`src/rtl/div_hilo_ctrl.sv`:
```
// Sequencing controller between the execute stage and the iterative divider.
// Issues the divider start pulse, tracks completion and owns the HI/LO registers.
module div_hilo_ctrl #(
    parameter int TIMEOUT = 16
) (
    input  logic        clk,
    input  logic        resetn,
    input  logic        req_valid,
    input  logic        req_signed,
    input  logic [31:0] req_x,
    input  logic [31:0] req_y,
    output logic        req_ready,
    input  logic        flush,
    input  logic        mthi_we,
    input  logic        mtlo_we,
    input  logic [31:0] mt_data,
    output logic [31:0] hi,
    output logic [31:0] lo,
    output logic        busy,
    output logic        done,
    output logic        timeout_err,
    output logic        div_start,
    output logic        div_signed,
    output logic [31:0] div_x,
    output logic [31:0] div_y,
    input  logic        div_complete,
    input  logic [31:0] div_s,
    input  logic [31:0] div_r
);

    // state   | meaning
    // S_IDLE  | no division in flight, requests accepted
    // S_START | start pulse to the divider this cycle
    // S_WAIT  | waiting for div_complete, timeout counter running
    // S_WB    | result captured, HI/LO written at the end of this cycle
    typedef enum logic [1:0] {
        S_IDLE  = 2'd0,
        S_START = 2'd1,
        S_WAIT  = 2'd2,
        S_WB    = 2'd3
    } state_t;

    localparam logic [4:0] WAIT_TC = 5'(TIMEOUT - 1);

    state_t      state;
    logic [4:0]  wait_cnt;
    logic [31:0] res_s;
    logic [31:0] res_r;
    logic        accept;
    logic        abort;

    assign req_ready = (state == S_IDLE) & ~flush & ~mthi_we & ~mtlo_we;
    assign accept    = req_valid & req_ready;
    // An MT write while busy cancels the division just like a flush.
    assign abort     = (state != S_IDLE) & (flush | mthi_we | mtlo_we);

    always_ff @(posedge clk or negedge resetn) begin
        if (!resetn) begin
            state       <= S_IDLE;
            wait_cnt    <= '0;
            res_s       <= '0;
            res_r       <= '0;
            hi          <= '0;
            lo          <= '0;
            busy        <= 1'b0;
            done        <= 1'b0;
            timeout_err <= 1'b0;
            div_start   <= 1'b0;
            div_signed  <= 1'b0;
            div_x       <= '0;
            div_y       <= '0;
        end else begin
            div_start <= 1'b0;
            done      <= 1'b0;
            if (mthi_we) hi <= mt_data;
            if (mtlo_we) lo <= mt_data;

            case (state)
                S_IDLE: begin
                    if (accept) begin
                        div_signed <= req_signed;
                        div_x      <= req_x;
                        div_y      <= req_y;
                        div_start  <= 1'b1;
                        busy       <= 1'b1;
                        state      <= S_START;
                    end
                end
                S_START: begin
                    wait_cnt <= '0;
                    if (abort) begin
                        busy  <= 1'b0;
                        state <= S_IDLE;
                    end else begin
                        state <= S_WAIT;
                    end
                end
                S_WAIT: begin
                    wait_cnt <= wait_cnt + 5'd1;
                    if (abort) begin
                        busy  <= 1'b0;
                        state <= S_IDLE;
                    end else if (div_complete) begin
                        // Capture here so writeback does not depend on the divider holding its outputs.
                        res_s <= div_s;
                        res_r <= div_r;
                        state <= S_WB;
                    end else if (wait_cnt + 5'd1 == WAIT_TC) begin
                        timeout_err <= 1'b1;
                        busy        <= 1'b0;
                        state       <= S_IDLE;
                    end
                end
                S_WB: begin
                    busy  <= 1'b0;
                    state <= S_IDLE;
                    if (!abort) begin
                        hi   <= res_r;
                        lo   <= res_s;
                        done <= 1'b1;
                    end
                end
                default: begin
                    busy  <= 1'b0;
                    state <= S_IDLE;
                end
            endcase
        end
    end

endmodule

```
`config.mk`:
```
export PLATFORM = sky130hd
export DESIGN_NAME = div_hilo_ctrl
export DESIGN_NICKNAME = d
export VERILOG_FILES = /design/src/rtl/div_hilo_ctrl.sv
export SDC_FILE = /design/constraint.sdc
export NUM_CORES = 1
export LEC_CHECK = 0
export CAP_MARGIN = 20
export CELL_PAD_IN_SITES_DETAIL_PLACEMENT = 0
export CELL_PAD_IN_SITES_GLOBAL_PLACEMENT = 1
export CORE_UTILIZATION = 54
export DETAILED_ROUTE_END_ITERATION = 12
export DONT_BUFFER_PORTS = 1
export PLACE_DENSITY_LB_ADDON = 0.15
export SLEW_MARGIN = 30
export SYNTH_ARGS = -nofsm -noshare
export SYNTH_HDL_FRONTEND = slang
export SYNTH_SLANG_ARGS = --single-unit
```
`constraint.sdc`:
```
create_clock -name clk -period 3.2 [get_ports clk]
set_clock_uncertainty 0.05 [all_clocks]
set_input_delay 0.16 -clock clk [delete_from_list [all_inputs] [get_ports clk]]
set_output_delay 0.16 -clock clk [all_outputs]
set_load 0.005 [all_outputs]
```
==> metrics, run 1 <==
Synth top area share 0.590; Post-Syn Instances 623; Root Driver clkbuf_16; Async S/R FF share, synth 1.00; chip height 129 µm; sequential element share of the synthesized area 0.590; post-synth design cell area 0.00865 mm²; net count after synthesis 798; clock sink count 204; Initial Utilization 0.561; Die Width 129 µm; Main synth FF type dfrtp_1; number of flops mapped to enable cells by yosys 0; GP Congestion 0.753; CTS max path bufs 3; Hold Buf Count CTS 169; flops & latches, synth 204; Failed at clock tree synthesis (4_1_cts); Synth area leaders dfrtp_1 59%, mux2_4 10%, mux2_2 9.1%; Commonest cells post-synth 204 x dfrtp_1, 72 x nand2_1, 70 x mux2_2; port bufs 0; placed wire-length estimate 12200 µm; most frequent cell after synthesis dfrtp_1; status aborted with a tool error; Site Rows 45; syn_area_per_cell 13.9 µm²; Run Error [ERROR RSZ-0060] Max buffer count reached.; cts repair resizes 0; area leader, netlist dfrtp_1; Post-CTS Setup Bufs 0; H-tree Lvls 1; Inst Count DP 802; Synth warnings 0; synth unique cells 36; CTS Buf Count 21; I/O pins 302
[kinds of logic after synthesis]
logic type,after synthesis,synth area share
muxes,196,0.272
adders and majority gates,7,0.0101
AOI/OAI and AO/OA,82,0.0521
buffers and inverters,45,0.0312
DFF,204,0.590
and+or+nand+nor,89,0.0447
[metrics by stage]
step	hold slack (ns)	setup WS, ns	cell area [µm²]
floorplan	-0.186	1.22	8650
detailed placement	-0.183	0.796	8750
global placement	-0.182	0.895	8750
==> inputs of run 2 (changes only) <==
Settings changed: CELL_PAD_IN_SITES_DETAIL_PLACEMENT 0 to not set, CELL_PAD_IN_SITES_GLOBAL_PLACEMENT 1 to not set, CORE_UTILIZATION 54 to 40.
==> run 2 against run 1 <==
Compared with the run above:
- the flow now finishes, with violations (hold timing)
- synthesized cell count stayed put
- area after synthesis stayed put
==> metrics, run 2 <==
status complete, but fails checks; failing checks hold timing; Critical Path Start Type register; unrepaired setup endpoints after global routing false; post-route ant nets 0; Routed WL per cell 19.8 µm; CTS Buf Count 22 (+4.8%); Skew-Pair Late Insertion Delay 0.50 ns; slowest stage delay, CP 0.45 ns; sequential element share of the synthesized area 0.590 (unchanged); Synth top area share 0.590 (unchanged); CTS max path bufs 3 (unchanged); Synth warnings 0 (unchanged); H-tree Lvls 1 (unchanged); Root Driver clkbuf_16; largest net degree at the start of global routing 205; net count after synthesis 798 (unchanged); Worst Tran Pin Value 0.474 ns; first-pass GRT wire length 32700 µm; Vias/cell 5.07; flops & latches, synth 204 (unchanged); most common cell after layout, fill and taps aside dfrtp_1; GRT overflow 0; WP data required 3.54 ns; syn_area_per_cell 13.9 µm² (unchanged); Die Width 149 µm (+16%); cell depth of the worst setup path 6; Crit Path Max Fanout 20; LEAKAGE 5.20 nW; worst relative slew slack 0.684; max-cap viol count 0; Diodes inserted 0; endpoints failing hold 204; number of global-route vias before repair 5977; Max Fclk 0.406 GHz; cts repair resizes 0 (unchanged); Power Density 748 mW/mm²; Async S/R FF share, synth 1.00 (unchanged); Post-CTS Setup Bufs 0 (unchanged); Worst-path clk slew 0.06 ns; Setup Crit Path Kind register to register; Main synth FF type dfrtp_1; Worst Setup End Kind register; area leader, netlist dfrtp_1; Critical Path AT 2.80 ns; GP Congestion 0.754 (+0.13%); 1st-pass router iterations 4; VDD IR max 0.309 mV; setup_tns 0 ns; core region area 0.0211 mm²; Iteration-0 DRC Markers 209; fin crit share 0.769; port bufs 0 (unchanged); number of flops mapped to enable cells by yosys 0 (unchanged); post-synth design cell area 0.00865 mm² (unchanged); final layout net count 965; Synth area leaders dfrtp_1 59%, mux2_4 10%, mux2_2 9.1%; Hold Buf Count CTS 176 (+4.1%); final cell count without fillers 1073; drc violations 0; via count 5440; die area 0.0222 mm²; worst hold-check path type primary input to asynchronous set/reset pin; Placed Area 0.00883 mm² (+0.97%); Initial Utilization 0.410 (-0.151); placed wire-length estimate 13300 µm (+8.7%); chip height 149 µm (+16%); Inst Count DP 865 (+7.9%); clock sink count 204 (unchanged); Post-Syn Instances 623 (unchanged); Worst Reg-to-Reg Cells 6; layout cells sized above 1 0.214; Post-Layout Inst Area 0.0113 mm²; Commonest cells post-synth 204 x dfrtp_1, 72 x nand2_1, 70 x mux2_2; most frequent cells in the layout 204 x dfrtp_1, 174 x dlygate4sd3_1, 71 x nand2_1; Site Rows 53 (+18%); initial antenna violation count 1; GRT Resource Usage Total 0.188; CP Cell Sequence inv_1 -> ha_1 -> o21ai_2 -> or2_4 -> buf_4 -> mux2_4; most frequent cell after synthesis dfrtp_1; final setup fails 0; Pins Over Slew Limit 0; CP max-delay cell or2_4; reg-to-reg setup timing slack 0.74 ns; Final Critical Period 2.46 ns; synth unique cells 36 (unchanged); routed wire length 21300 µm; I/O pins 302 (unchanged); Worst path top cell family by delay buffers and inverters; Hold Slack -0.699 ns; worst path bufs/invs 2; overall power 0.00841 W; Area Growth Syn to Fin 30.1%; CTS tree built
-- run 2: worst register-to-register path: cells and delay by family (launching register included) --
kind,cells,cell delay [ns]
AOI/OAI and AO/OA,1,0.30
adders and majority gates,1,0.28
buffers and inverters,2,0.51
DFF,1,0.42
muxes,1,0.34
and+or+nand+nor,1,0.45
-- run 2: through the flow --
step,setup slack [ns],util,hold slack [ns]
finish,0.739,0.534,-0.699
global route,0.608,0.534,-0.724
CTS,0.716,0.534,-0.716
detailed placement,0.741,0.419,-0.180
global placement,0.848,0.419,-0.180
floorplan,1.22,-,-0.186
-- run 2: per-layer routing --
layer | wire [µm] | share of wire | track usage
met4 | 322 | 0.015 | 0.0490
met2 | 10400 | 0.49 | 0.329
met3 | 1910 | 0.090 | 0.0587
met1 | 8600 | 0.40 | 0.223
met5 | 10 | 0.00047 | 0
-- run 2: final timing paths --
path,startpoint,endpoint
max in group asynchronous,resetn,div_x[18]
max,state[0],res_r[24]
min,resetn,hi[16]
max reg2reg,state[0],res_r[24]
min reg2reg,res_r[25],hi[25]
min in group clk,flush,timeout_err
-- run 2: layout make-up --
| class | instances | area (µm²) |
|---|---|---|
| fillers | 1722 | 9840 |
| well taps | 275 | 344 |
| multi-input cells | 374 | 3290 |
| inverters | 8 | 30.0 |
| repair buffers | 180 | 1860 |
| clock buffers | 27 | 589 |
| flip-flops and latches | 204 | 5100 |
| clock inverters | 5 | 38.8 |
-- run 2: power breakdown --
part	switching (W)	internal (W)	total, W	leakage, nW
clock	0.000979	0.00129	0.00227	0.308
combinational	0.000580	0.00116	0.00174	2.38
sequential	0.000800	0.00361	0.00441	2.52
total	0.00236	0.00606	0.00841	5.20
-- run 2: cells by family (layout without fill, tap and decap cells) --
kind of cell,Yosys count,after routing,share of synthesized area
compound gates,82,82,0.0521
flops,204,204,0.590
fa+ha+maj,7,7,0.0101
mux,196,196,0.272
buf+inv,45,220,0.0312
simple gates,89,89,0.0447
No activity file was read; power rests on OpenSTA's default activity.
